<file path="src/rtl/alu_issue_stage.sv">
// Decode-and-issue stage feeding the 32-bit ALU.
// Turns a fetched MIPS instruction and its register-file operands into ALU
// control, operands and shift amount, then registers them into the ID/EX
// slot behind a valid/ready handshake. A load in EX whose destination is a
// source of the incoming instruction blocks acceptance for one cycle, which
// leaves exactly one bubble behind the load.
module alu_issue_stage (
    input  logic        clk,
    input  logic        reset,
    input  logic        id_valid,
    output logic        id_ready,
    input  logic [31:0] id_instr,
    input  logic [31:0] id_rs_data,
    input  logic [31:0] id_rt_data,
    input  logic        flush,
    input  logic        ex_ready,
    output logic        ex_valid,
    output logic [3:0]  ex_alu_ctrl,
    output logic [31:0] ex_in1,
    output logic [31:0] ex_in2,
    output logic [4:0]  ex_shamt,
    output logic [4:0]  ex_rd,
    output logic        ex_reg_write,
    output logic        ex_mem_read,
    output logic        ex_mem_write,
    output logic [31:0] ex_store_data,
    output logic        ex_illegal
);

    localparam int DATA_W = 32;
    localparam int REG_W  = 5;

    // ALU control codes understood by EX; zero means no operation.
    localparam logic [3:0] ALU_NONE = 4'd0;
    localparam logic [3:0] ALU_ADD  = 4'd1;
    localparam logic [3:0] ALU_AND  = 4'd2;
    localparam logic [3:0] ALU_OR   = 4'd3;
    localparam logic [3:0] ALU_SUB  = 4'd4;
    localparam logic [3:0] ALU_SLL  = 4'd5;
    localparam logic [3:0] ALU_SRL  = 4'd6;
    localparam logic [3:0] ALU_SRA  = 4'd7;
    localparam logic [3:0] ALU_LESS = 4'd8;
    localparam logic [3:0] ALU_NOR  = 4'd9;
    localparam logic [3:0] ALU_SLLV = 4'd10;
    localparam logic [3:0] ALU_SRLV = 4'd11;
    localparam logic [3:0] ALU_SRAV = 4'd12;

    // Primary opcodes.
    localparam logic [5:0] OP_RTYPE = 6'h00;
    localparam logic [5:0] OP_BEQ   = 6'h04;
    localparam logic [5:0] OP_BNE   = 6'h05;
    localparam logic [5:0] OP_ADDI  = 6'h08;
    localparam logic [5:0] OP_ADDIU = 6'h09;
    localparam logic [5:0] OP_SLTI  = 6'h0A;
    localparam logic [5:0] OP_ANDI  = 6'h0C;
    localparam logic [5:0] OP_ORI   = 6'h0D;
    localparam logic [5:0] OP_LUI   = 6'h0F;
    localparam logic [5:0] OP_LW    = 6'h23;
    localparam logic [5:0] OP_SW    = 6'h2B;

    // R-type function codes.
    localparam logic [5:0] FN_SLL  = 6'h00;
    localparam logic [5:0] FN_SRL  = 6'h02;
    localparam logic [5:0] FN_SRA  = 6'h03;
    localparam logic [5:0] FN_SLLV = 6'h04;
    localparam logic [5:0] FN_SRLV = 6'h06;
    localparam logic [5:0] FN_SRAV = 6'h07;
    localparam logic [5:0] FN_ADD  = 6'h20;
    localparam logic [5:0] FN_ADDU = 6'h21;
    localparam logic [5:0] FN_SUB  = 6'h22;
    localparam logic [5:0] FN_SUBU = 6'h23;
    localparam logic [5:0] FN_AND  = 6'h24;
    localparam logic [5:0] FN_OR   = 6'h25;
    localparam logic [5:0] FN_NOR  = 6'h27;
    localparam logic [5:0] FN_SLT  = 6'h2A;

    // Everything that travels from ID into EX alongside the valid bit.
    typedef struct packed {
        logic [3:0]        alu_ctrl;
        logic [DATA_W-1:0] in1;
        logic [DATA_W-1:0] in2;
        logic [REG_W-1:0]  shamt;
        logic [REG_W-1:0]  rd;
        logic              reg_write;
        logic              mem_read;
        logic              mem_write;
        logic [DATA_W-1:0] store_data;
        logic              illegal;
    } payload_t;

    // ---------------------------------------------------------------
    // p0: instruction fields and operand preparation (combinational)
    // ---------------------------------------------------------------
    logic [5:0]               op_p0;
    logic [5:0]               funct_p0;
    logic [REG_W-1:0]         rs_p0;
    logic [REG_W-1:0]         rt_p0;
    logic [REG_W-1:0]         rd_p0;
    logic [REG_W-1:0]         sh_p0;
    logic signed [15:0]       imm_s_p0;
    logic signed [DATA_W-1:0] imm_sext_p0;
    logic [DATA_W-1:0]        imm_zext_p0;
    logic [DATA_W-1:0]        rs_shift_p0;

    assign op_p0    = id_instr[31:26];
    assign rs_p0    = id_instr[25:21];
    assign rt_p0    = id_instr[20:16];
    assign rd_p0    = id_instr[15:11];
    assign sh_p0    = id_instr[10:6];
    assign funct_p0 = id_instr[5:0];
    assign imm_s_p0 = id_instr[15:0];

    assign imm_sext_p0 = {{(DATA_W-16){imm_s_p0[15]}}, imm_s_p0};
    assign imm_zext_p0 = {{(DATA_W-16){1'b0}}, id_instr[15:0]};
    // Variable shifts only ever use the low five bits of rs.
    assign rs_shift_p0 = {{(DATA_W-REG_W){1'b0}}, id_rs_data[REG_W-1:0]};

    payload_t dec_p0;
    logic     legal_p0;
    logic     uses_rs_p0;
    logic     uses_rt_p0;
    logic     hazard_p0;
    logic     accept_p0;

    // Decode the instruction into ALU control, operands and writeback intent.
    always_comb begin
        dec_p0     = '0;
        legal_p0   = 1'b1;
        uses_rs_p0 = 1'b1;
        uses_rt_p0 = 1'b0;

        case (op_p0)
            OP_RTYPE: begin
                uses_rt_p0       = 1'b1;
                dec_p0.rd        = rd_p0;
                dec_p0.reg_write = 1'b1;
                dec_p0.in1       = id_rs_data;
                dec_p0.in2       = id_rt_data;
                case (funct_p0)
                    FN_ADD, FN_ADDU: dec_p0.alu_ctrl = ALU_ADD;
                    FN_SUB, FN_SUBU: dec_p0.alu_ctrl = ALU_SUB;
                    FN_AND:          dec_p0.alu_ctrl = ALU_AND;
                    FN_OR:           dec_p0.alu_ctrl = ALU_OR;
                    FN_NOR:          dec_p0.alu_ctrl = ALU_NOR;
                    FN_SLT:          dec_p0.alu_ctrl = ALU_LESS;
                    FN_SLL, FN_SRL, FN_SRA: begin
                        // Constant shifts: rt is shifted by the instruction's shamt.
                        uses_rs_p0   = 1'b0;
                        dec_p0.in1   = id_rt_data;
                        dec_p0.in2   = '0;
                        dec_p0.shamt = sh_p0;
                        case (funct_p0)
                            FN_SLL:  dec_p0.alu_ctrl = ALU_SLL;
                            FN_SRL:  dec_p0.alu_ctrl = ALU_SRL;
                            default: dec_p0.alu_ctrl = ALU_SRA;
                        endcase
                    end
                    FN_SLLV, FN_SRLV, FN_SRAV: begin
                        // Variable shifts: rt is shifted by rs[4:0], carried on in2.
                        dec_p0.in1 = id_rt_data;
                        dec_p0.in2 = rs_shift_p0;
                        case (funct_p0)
                            FN_SLLV: dec_p0.alu_ctrl = ALU_SLLV;
                            FN_SRLV: dec_p0.alu_ctrl = ALU_SRLV;
                            default: dec_p0.alu_ctrl = ALU_SRAV;
                        endcase
                    end
                    default: legal_p0 = 1'b0;
                endcase
            end
            OP_ADDI, OP_ADDIU: begin
                dec_p0.alu_ctrl  = ALU_ADD;
                dec_p0.in1       = id_rs_data;
                dec_p0.in2       = imm_sext_p0;
                dec_p0.rd        = rt_p0;
                dec_p0.reg_write = 1'b1;
            end
            OP_SLTI: begin
                dec_p0.alu_ctrl  = ALU_LESS;
                dec_p0.in1       = id_rs_data;
                dec_p0.in2       = imm_sext_p0;
                dec_p0.rd        = rt_p0;
                dec_p0.reg_write = 1'b1;
            end
            OP_ANDI: begin
                dec_p0.alu_ctrl  = ALU_AND;
                dec_p0.in1       = id_rs_data;
                dec_p0.in2       = imm_zext_p0;
                dec_p0.rd        = rt_p0;
                dec_p0.reg_write = 1'b1;
            end
            OP_ORI: begin
                dec_p0.alu_ctrl  = ALU_OR;
                dec_p0.in1       = id_rs_data;
                dec_p0.in2       = imm_zext_p0;
                dec_p0.rd        = rt_p0;
                dec_p0.reg_write = 1'b1;
            end
            OP_LUI: begin
                // The ALU builds imm<<16 with its left shifter; rs is not read.
                uses_rs_p0       = 1'b0;
                dec_p0.alu_ctrl  = ALU_SLL;
                dec_p0.in1       = imm_zext_p0;
                dec_p0.shamt     = 5'd16;
                dec_p0.rd        = rt_p0;
                dec_p0.reg_write = 1'b1;
            end
            OP_LW: begin
                dec_p0.alu_ctrl  = ALU_ADD;
                dec_p0.in1       = id_rs_data;
                dec_p0.in2       = imm_sext_p0;
                dec_p0.rd        = rt_p0;
                dec_p0.reg_write = 1'b1;
                dec_p0.mem_read  = 1'b1;
            end
            OP_SW: begin
                uses_rt_p0        = 1'b1;
                dec_p0.alu_ctrl   = ALU_ADD;
                dec_p0.in1        = id_rs_data;
                dec_p0.in2        = imm_sext_p0;
                dec_p0.mem_write  = 1'b1;
                dec_p0.store_data = id_rt_data;
            end
            OP_BEQ, OP_BNE: begin
                // Branch compare is done by subtraction in EX; nothing is written back.
                uses_rt_p0      = 1'b1;
                dec_p0.alu_ctrl = ALU_SUB;
                dec_p0.in1      = id_rs_data;
                dec_p0.in2      = id_rt_data;
            end
            default: legal_p0 = 1'b0;
        endcase

        // Unsupported encodings still occupy a slot but carry no work.
        if (!legal_p0) begin
            dec_p0         = '0;
            dec_p0.illegal = 1'b1;
        end

        // Writes to $0 are discarded.
        if (dec_p0.rd == '0) begin
            dec_p0.reg_write = 1'b0;
        end
    end

    payload_t pay_p1;
    logic     vld_p1;

    // A load in EX cannot forward in time for an instruction that reads its result.
    assign hazard_p0 = vld_p1 && pay_p1.mem_read && (pay_p1.rd != '0) &&
                       ((uses_rs_p0 && (rs_p0 == pay_p1.rd)) ||
                        (uses_rt_p0 && (rt_p0 == pay_p1.rd)));

    assign id_ready  = !flush && !hazard_p0 && (!vld_p1 || ex_ready);
    assign accept_p0 = id_valid && id_ready;

    // ---------------------------------------------------------------
    // p1: ID/EX pipeline register
    // ---------------------------------------------------------------
    // Load a new payload, hold it during a stall, or drop to a cleared bubble.
    always_ff @(posedge clk or posedge reset) begin
        if (reset) begin
            vld_p1 <= 1'b0;
            pay_p1 <= '0;
        end else if (flush) begin
            vld_p1 <= 1'b0;
            pay_p1 <= '0;
        end else if (vld_p1 && !ex_ready) begin
            vld_p1 <= vld_p1;
            pay_p1 <= pay_p1;
        end else begin
            vld_p1 <= accept_p0;
            pay_p1 <= accept_p0 ? dec_p0 : '0;
        end
    end

    assign ex_valid      = vld_p1;
    assign ex_alu_ctrl   = pay_p1.alu_ctrl;
    assign ex_in1        = pay_p1.in1;
    assign ex_in2        = pay_p1.in2;
    assign ex_shamt      = pay_p1.shamt;
    assign ex_rd         = pay_p1.rd;
    assign ex_reg_write  = pay_p1.reg_write;
    assign ex_mem_read   = pay_p1.mem_read;
    assign ex_mem_write  = pay_p1.mem_write;
    assign ex_store_data = pay_p1.store_data;
    assign ex_illegal    = pay_p1.illegal;

endmodule

</file>
<file path="config.mk">
export PLATFORM = sky130hd
export DESIGN_NAME = alu_issue_stage
export DESIGN_NICKNAME = d
export VERILOG_FILES = /design/src/rtl/alu_issue_stage.sv
export SDC_FILE = /design/constraint.sdc
export NUM_CORES = 1
export LEC_CHECK = 0
export BUFFER_PORTS_ARGS = -buffer_cell sky130_fd_sc_hd__buf_2
export CORE_MARGIN = 3
export CORE_UTILIZATION = 48
export DETAILED_ROUTE_END_ITERATION = 6
export GPL_ROUTABILITY_DRIVEN = 0
export PLACE_DENSITY = 0.79
export SYNTH_ARGS = -nofsm -noshare
export SYNTH_HDL_FRONTEND = slang
export SYNTH_SLANG_ARGS = --single-unit
export TNS_END_PERCENT = 30
</file>
<file path="constraint.sdc">
create_clock -name clk -period 6.2 [get_ports clk]
set_input_delay 1.86 -clock clk [delete_from_list [all_inputs] [get_ports clk]]
set_output_delay 1.86 -clock clk [all_outputs]
set_load 0.1 [all_outputs]
</file>
==> run summary, run 1 <==
status: finished clean
worst hold start: ex_in2[23]
slowest stage cell, crit path: or4_4
FMAX: 183 MHz
final worst slack: 738 ps
Worst Path Buf+Inv: 2
crit path time final: 5460 ps
largest fanout on the critical path: 11
CTS Hold Bufs: 0
top cell type's share of synthesized area: 52.4%
Final Max Slew Viols: 0
Register Area: 2880 µm²
R2R cell count: 7
reg2reg end: ex_in1[13]
worst skew pair latency: 410 ps
routed len/inst: 20.6 µm
compound-gate portion of the synthesized area: 29.6%
CTS buffer count: 17
first-pass GRT wire length: 28,400 µm
most common cell after layout, fill and taps aside: buf_2
hold path depth: 2
H-tree depth: 4
PD cells: 259 nW/µm²
Synth area leaders: dfrtp_1, a22o_1, nand2_1, o21ai_0, a22oi_1
final instance area: 7180 µm²
share of cells above drive strength 1: 36.7%
core box area: 11,000 µm²
Worst path top cell family by delay: simple AND/OR/NAND/NOR gates
global-route met3 utilization: 6.15%
post-synthesis xor/xnor area fraction: 1.75%
count of cell types in the netlist: 57
Hold Crit Class: flop to flop
max cap viols: 0
post-synthesis sequential area ratio: 52.4%
grt ovf: 0
vias per cell: 6.17
Worst setup EP type: output port
Hold Fails Final Rpt: 0
CP peak stage delay: 560 ps
dpl hpwl: 12,300 µm
IO buf count: 216
crit-path most repeated cell: buf_2
largest net degree at the start of global routing: 82
met1 Track Usage GR: 38.4%
Initial Util: 49.8%
cell count after synthesis: 530
vias in the first global route: 5,308
flop-to-flop setup slack: 3040 ps
main combinational cell family by area after synthesis: compound AO/OA/AOI/OAI gates
Mean Syn Cell Area: 10.4 µm²
FILL cells: 867
Layout Nets: 823
vias: 5,395
mapped cell area: 5500 µm²
WS Path Type: input pin to output port
Post-Route Setup TNS: 0 ps
total track usage: 28.2%
Iter 0 DRT Violations: 836
Leak: 3.64 nW
Critical Path AT: 3600 ps
startpoint types: input pin
Slew HR: 18.5%
Yosys warnings: 0
CTS Buffer Depth: 2
commonest non-fill, non-tap cells in the layout: buf_2, dfrtp_1, nand2_1
area grow syn2layout: 30.6%
Post-synth EDFFs: 0
Simple-Gate Fraction of Synth Area: 11.6%
CTS clock-pin slew for the worst setup and hold paths: 50 ps
CTS root buf: clkbuf_16
RR Startpoint: ex_rd[1]
clk_skew: 10.0 ps
Post-Place Cell Area: 6620 µm²
n_diodes: 0
worst-path cell chain: buf_2 -> nor2_1 -> and4_1 -> or4_4 -> o21ai_0 -> nor3_2 -> buf_2
unrepaired setup endpoints after global routing: no
hold endpoint: ex_in2[23]
Syn Nets: 631
pre-CTS setup slack: 769 ps
FFs w/ async S/R, synth: 100%
synthesized flop and latch total: 115
GR Util met2: 44.5%
Post-CTS Setup Inserts: 0
Worst EP required: 4340 ps
DRT Wirelength: 18,000 µm
Multi-input gate area: 2380 µm²
CTS tree: yes
Max VDD drop: 0.146 mV
Tcrit/Tclk final: 88.1%
endpoints failing setup: 0
chip height: 113 µm
drt drc: 0
share of synthesized area spent on multiplexers: 0%
drt first pass iters: 6
Rows: 38
Most used DFF post-synth: dfrtp_1
post-CTS resize count: 0
Die Wd: 113 µm
area leader, netlist: dfrtp_1
adder-cell share of the synthesized area: 0%
ANT nets after route: 0
busiest grt layer: met2
post-layout util: 65.1%
Num Clock Sinks: 115
measured slew at the worst slew-check pin: 1220 ps
# IOs: 217
antenna violations before repair: 0
die area: 12,800 µm²
[registers in the layout, indices dropped and copies added, names as in the netlist]
name,cells
ex_in1,32
ex_in2,32
ex_store_data,32
ex_rd,5
ex_shamt,5
ex_alu_ctrl,4
ex_illegal,1
ex_mem_read,1
ex_mem_write,1
ex_reg_write,1
ex_valid,1
[logic make-up (layout without fill, tap and decap cells)]
| kind of cell | Yosys count | in the layout |
|---|---|---|
| DFF | 115 | 115 |
| AOI/OAI and AO/OA | 220 | 220 |
| buffers and inverters | 57 | 262 |
| xor gates and xnor gates | 11 | 11 |
| and+or+nand+nor | 127 | 127 |
[area by class of cell]
cell class	instances	area share, %
sequential	115	40.1
inverter	5	0.296
clock inverter	15	1.87
multi-input combinational	358	33.2
clock buffer	17	5.93
tap	140	2.44
timing repair buffer	225	16.2
[report_power, final]
| group | internal (W) | switching [W] | leakage, nW |
|---|---|---|---|
| Clock | 0.000553 | 0.000365 | 0.270 |
| Sequential | 0.000754 | 0.00000205 | 1.60 |
| Combinational | 0.0000547 | 0.000128 | 1.77 |
| Total | 0.00136 | 0.000495 | 3.64 |
[how the worst max path moves through the flow]
stage | start | to | slack, ps | cells past startpoint
floorplan | id_instr[31] | id_ready | 230 | 6
global placement | id_instr[30] | id_ready | 800 | 7
detailed placement | id_instr[30] | id_ready | 770 | 7
CTS | id_instr[30] | id_ready | 760 | 7
global route | id_instr[29] | id_ready | 610 | 7
finish | id_instr[30] | id_ready | 740 | 7
[per-layer routing]
metal  wire length, µm  vias to the layer above
met3              1670                       47
li1                  -                     2403
met5                 0                        -
met1              7230                     2588
met2              8650                      357
met4               475                        0
[worst reg2reg max path: cells and delay by family, from the launching register on]
family | cells | cell delay, ps
XOR/XNOR | 1 | 190
flip-flops | 1 | 450
buffers and inverters | 1 | 400
AO/OA/AOI/OAI | 2 | 760
AND/OR/NAND/NOR | 3 | 1230
[per-stage QoR]
step / hold WS, ps / instances / total power [W]
2_1_floorplan: 961 / 530 / 0.000878
3_5_place_dp: 465 / 843 / 0.000950
5_1_grt: 508 / 875 / 0.00192
6_report: 474 / 875 / 0.00186
4_1_cts: 473 / 875 / 0.00186
3_3_place_gp: 456 / 843 / 0.000945
[synthesized netlist by cell type, types with 2 or more instances]
library cell and n:
dfrtp_1 115, nand2_1 76, a22o_1 62, o21ai_0 38, clkbuf_1 35, a21oi_1 25, a22oi_1 22, o31ai_1 17
a222oi_1 16, buf_2 11, nor2_1 10, o21ai_1 10, xnor2_1 10, nand2b_1 6, a32o_1 5, a32oi_1 5
inv_1 5, nor2b_1 5, nor3_1 5, nand3_1 4, a21o_1 3, buf_6 3, o22ai_1 3, or4_1 3
and4_1 2, and4b_1 2, clkbuf_2 2
Note: power is estimated with default switching activity, not from simulation.
==> inputs of run 2 (changes only) <==
Settings changed: CORE_ASPECT_RATIO set to 0.8, SKIP_LAST_GASP set to 1.
==> run 2 against run 1 <==
Register-to-register slack about the same. Core utilization increased by 0.44 points. Sequential power about the same. Critical path type unchanged. Critical endpoint unchanged. Largest cell class unchanged. Largest power group unchanged.
==> run summary, run 2 (same netlist as run 1, synthesis figures left out) <==
Iter 0 DRT Violations: 474 (was 836)
Leak: 3.66 nW (was 3.64 nW)
Rows: 34 (was 38)
Die Wd: 126 µm (was 113 µm)
grt ovf: 0 (unchanged)
die area: 12,800 µm² (about the same)
Critical Path AT: 3670 ps (was 3600 ps)
CTS clock-pin slew for the worst setup and hold paths: 50 ps (about the same)
antenna violations before repair: 1 (was 0)
Post-CTS Setup Inserts: 0 (unchanged)
Max VDD drop: 0.211 mV (was 0.146 mV)
CTS root buf: clkbuf_16 (unchanged)
first-pass GRT wire length: 28,400 µm (unchanged)
largest net degree at the start of global routing: 80 (was 82)
endpoints failing setup: 0 (unchanged)
Worst setup EP type: output port (unchanged)
max cap viols: 0 (unchanged)
startpoint types: input pin (unchanged)
vias per cell: 6.17 (about the same)
CTS tree: yes (unchanged)
met1 Track Usage GR: 38.8% (was 38.4%)
drt drc: 0 (unchanged)
RR Startpoint: ex_rd[0] (was ex_rd[1])
GR Util met2: 44.8% (was 44.5%)
Hold WS: 475 ps (was 474 ps)
ANT nets after route: 0 (unchanged)
status: finished clean (unchanged)
CTS buffer count: 17 (unchanged)
dpl hpwl: 12,800 µm (was 12,300 µm)
most common cell after layout, fill and taps aside: buf_2 (unchanged)
Final Max Slew Viols: 0 (unchanged)
worst skew pair latency: 410 ps (about the same)
largest fanout on the critical path: 11 (unchanged)
H-tree depth: 4 (unchanged)
Initial Util: 49.9% (was 49.8%)
n_diodes: 0 (unchanged)
routed len/inst: 20.7 µm (was 20.6 µm)
core box area: 11,000 µm² (about the same)
busiest grt layer: met2 (unchanged)
IO buf count: 216 (unchanged)
Tcrit/Tclk final: 89.1% (was 88.1%)
share of cells above drive strength 1: 36.8% (was 36.7%)
Slew HR: 31.4% (was 18.5%)
total track usage: 28.1% (was 28.2%)
WS Path Type: input pin to output port (unchanged)
unrepaired setup endpoints after global routing: no (unchanged)
Num Clock Sinks: 115 (unchanged)
vias in the first global route: 5,251 (was 5,308)
measured slew at the worst slew-check pin: 1030 ps (was 1220 ps)
FILL cells: 886 (was 867)
Post-Route Setup TNS: 0 ps (unchanged)
Layout Nets: 825 (was 823)
CTS Hold Bufs: 0 (unchanged)
post-CTS resize count: 0 (unchanged)
Hold Fails Final Rpt: 0 (unchanged)
CTS Buffer Depth: 2 (unchanged)
PD cells: 263 nW/µm² (was 259 nW/µm²)
commonest non-fill, non-tap cells in the layout: buf_2, dfrtp_1, nand2_1 (unchanged)
vias: 5,433 (was 5,395)
crit path time final: 5530 ps (was 5460 ps)
Worst EP required: 4340 ps (about the same)
chip height: 102 µm (was 113 µm)
DRT Wirelength: 18,200 µm (was 18,000 µm)
worst hold start: ex_in2[17] (was ex_in2[23])
drt first pass iters: 6 (unchanged)
clk_skew: 14.1 ps (was 10.0 ps)
Critical Path Start: id_instr[30] (unchanged)
# IOs: 217 (unchanged)
Hold Crit Class: flop to flop (unchanged)
area grow syn2layout: 31.3% (was 30.6%)
FMAX: 181 MHz (was 183 MHz)
global-route met3 utilization: 5.80% (was 6.15%)
## run 2: cell count changes in the layout (fill, tap and decap cells not counted)
cell	previous run	this run
buf_4	8	10
clkinv_2	4	2
bufinv_16	1	2
clkinv_4	4	3
inv_6	3	4
## run 2: final timing paths
check	end	slack, ps	cells past startpoint
hold / removal	ex_in2[17]	470	2
setup reg to reg	ex_store_data[2]	3030	7
hold reg to reg	ex_in2[17]	470	2
setup / recovery	id_ready	670	7
max in group asynchronous	ex_rd[3]	3430	3
min in group asynchronous	ex_store_data[19]	1680	2
## run 2: area by class of cell
class	count	area (µm²)	area share, %
Clock inverter	14	154	2.13
Tap cell	144	180	2.50
Timing Repair Buffer	227	1180	16.3
Sequential cell	115	2880	39.9
Clock buffer	17	425	5.89
Multi-Input combinational cell	358	2380	33.0
Inverter	5	21.3	0.295
## run 2: metrics by stage
step / worst slack, ps / util [%] / power, W / instance area (µm²) / instances
finish: 673 / 65.5 / 0.00190 / 7220 / 880
global route: 571 / 65.5 / 0.00196 / 7220 / 880
CTS: 677 / 65.5 / 0.00191 / 7220 / 880
detailed placement: 693 / 60.2 / 0.000950 / 6640 / 849
global placement: 773 / 60.2 / 0.000945 / 6640 / 849
floorplan: 230 / - / 0.000878 / 5500 / 530
## run 2: power by group
| part | leakage (nW) | switching, W | internal (W) | total (W) |
|---|---|---|---|---|
| Sequential | 1.60 | 0.00000208 | 0.000754 | 0.000756 |
| Clock | 0.276 | 0.000366 | 0.000594 | 0.000960 |
| Combinational | 1.78 | 0.000128 | 0.0000546 | 0.000183 |
| Total | 3.66 | 0.000497 | 0.00140 | 0.00190 |
## run 2: worst max-delay path, cell delays in order
cell and delay, ps:
buf_2 230, nor2_1 120, and4_1 230, or4_4 560
o21ai_0 300, nor3_2 70, buf_2 300
## run 2: metal layers
| metal | share of wire (%) | up-vias | wire length [µm] |
|---|---|---|---|
| met4 | 1.9 | 2 | 346 |
| met3 | 9.3 | 39 | 1690 |
| li1 | - | 2402 | - |
| met2 | 48 | 345 | 8720 |
| met1 | 41 | 2645 | 7430 |
| met5 | 0.049 | - | 9 |
==> inputs of run 3 (changes only) <==
==> constraint.sdc (replaced) <==
create_clock -name clk -period 6.2 [get_ports clk]
set_input_delay 1.24 -clock clk [delete_from_list [all_inputs] [get_ports clk]]
set_output_delay 1.24 -clock clk [all_outputs]
set_load 0.1 [all_outputs]
==> run 3 against run 2 <==
Critical path depth unchanged. First-iteration DRC count increased by 47%. Via count about the same. Clock power increased by 6%. Flip-flop and latch count unchanged. Fmax increased by 19%. Sequential share of layout area increased by 0.062 points. Count of clock-buffer cells in the layout increased by 3. Clock skew decreased by 6.6 ps. Routed wire length decreased by 0.24%. Critical endpoint unchanged.
==> run summary, run 3 (same netlist as run 1, synthesis figures left out) <==
vias in the first global route: 5,302 (was 5,251)
CTS Hold Bufs: 0 (unchanged)
crit path time final: 4640 ps (was 5530 ps)
grt ovf: 0 (unchanged)
# IOs: 217 (unchanged)
CTS root buf: clkbuf_16 (unchanged)
Post-Route Setup TNS: 0 ps (unchanged)
Worst EP required: 4960 ps (was 4340 ps)
drt drc: 0 (unchanged)
IO buf count: 216 (unchanged)
DRT Wirelength: 18,200 µm (about the same)
Hold Fails Final Rpt: 0 (unchanged)
most common cell after layout, fill and taps aside: buf_2 (unchanged)
Die Wd: 126 µm (unchanged)
vias per cell: 6.19 (was 6.17)
dpl hpwl: 12,600 µm (was 12,800 µm)
core box area: 11,000 µm² (unchanged)
first-pass GRT wire length: 28,400 µm (about the same)
max cap viols: 0 (unchanged)
measured slew at the worst slew-check pin: 1210 ps (was 1030 ps)
Hold WS: 472 ps (was 475 ps)
share of cells above drive strength 1: 36.3% (was 36.8%)
status: finished clean (unchanged)
CTS buffer count: 17 (unchanged)
FMAX: 215 MHz (was 181 MHz)
startpoint types: input pin (unchanged)
Initial Util: 49.9% (unchanged)
Iter 0 DRT Violations: 696 (was 474)
Num Clock Sinks: 115 (unchanged)
worst skew pair latency: 410 ps (about the same)
antenna violations before repair: 0 (was 1)
Slew HR: 19.1% (was 31.4%)
die area: 12,800 µm² (unchanged)
total track usage: 28.2% (was 28.1%)
CTS Buffer Depth: 2 (unchanged)
Final Max Slew Viols: 0 (unchanged)
Tcrit/Tclk final: 74.9% (was 89.1%)
Critical Path AT: 3400 ps (was 3670 ps)
vias: 5,429 (was 5,433)
Max VDD drop: 0.184 mV (was 0.211 mV)
largest fanout on the critical path: 18 (was 11)
PD cells: 271 nW/µm² (was 263 nW/µm²)
ANT nets after route: 0 (unchanged)
post-CTS resize count: 0 (unchanged)
largest net degree at the start of global routing: 97 (was 80)
Leak: 3.65 nW (was 3.66 nW)
Rows: 34 (unchanged)
CTS tree: yes (unchanged)
Post-CTS Setup Inserts: 0 (unchanged)
chip height: 102 µm (unchanged)
WS Path Type: input pin to output port (unchanged)
Layout Nets: 820 (was 825)
endpoints failing setup: 0 (unchanged)
clk_skew: 7.52 ps (was 14.1 ps)
Worst setup EP type: output port (unchanged)
Hold Crit Class: flop to flop (unchanged)
flop-to-flop setup slack: 2820 ps (was 3030 ps)
unrepaired setup endpoints after global routing: no (unchanged)
routed len/inst: 20.7 µm (about the same)
CTS clock-pin slew for the worst setup and hold paths: 60 ps (was 50 ps)
area grow syn2layout: 31.1% (was 31.3%)
post-layout util: 65.4% (was 65.5%)
drt first pass iters: 6 (unchanged)
H-tree depth: 4 (unchanged)
commonest non-fill, non-tap cells in the layout: buf_2, dfrtp_1, nand2_1 (unchanged)
==> run 3: routing by layer <==
layer	vias up	share of wire, %	GRT usage [%]
met5	-	0	0
met4	0	2.5	11.8
met3	41	10	7.96
met2	346	46	42.4
met1	2644	41	38.7
li1	2398	-	-
==> run 3: path summary, 6_finish.rpt <==
check                             start           endpoint  cells after the start
setup / recovery           id_instr[30]           id_ready                      7
hold / removal             ex_mem_write       ex_mem_write                      1
setup reg to reg               ex_rd[4]         ex_in1[10]                      7
hold reg to reg            ex_mem_write       ex_mem_write                      1
max in group asynchronous         reset          ex_in1[1]                      3
min in group asynchronous         reset  ex_store_data[19]                      2
==> run 3: through the flow <==
step	total power, W	cells	setup WS, ps	area (µm²)
after global placement	0.000944	844	1590	6580
after detailed placement	0.000948	844	1500	6580
after global routing	0.00201	876	1380	7200
final	0.00195	877	1560	7210
after floorplan	0.000878	530	632	5500
after CTS	0.00196	876	1610	7200
==> run 3: power by group <==
part           internal, W  switching (W)  total, W
logic            0.0000534       0.000127  0.000180
registers         0.000754     0.00000226  0.000757
clock network     0.000664       0.000352   0.00102
total              0.00147       0.000482   0.00195
==> run 3: layout make-up <==
| cell class | instances | area [µm²] |
|---|---|---|
| Inverter | 5 | 21.3 |
| Tap cell | 144 | 180 |
| Clock inverter | 12 | 154 |
| Antenna cell | 1 | 2.50 |
| Timing Repair Buffer | 222 | 1130 |
| Sequential cell | 115 | 2880 |
| Fill cell | 906 | 3810 |
| Multi-Input combinational cell | 358 | 2380 |
| Clock buffer | 20 | 467 |
==> run 3: critical path, cell delays in order <==
cell and delay [ps]:
buf_2 180, nor2_1 200, and4_1 740, or4_4 290, o21ai_0 120, nor3_1 170, buf_2 450
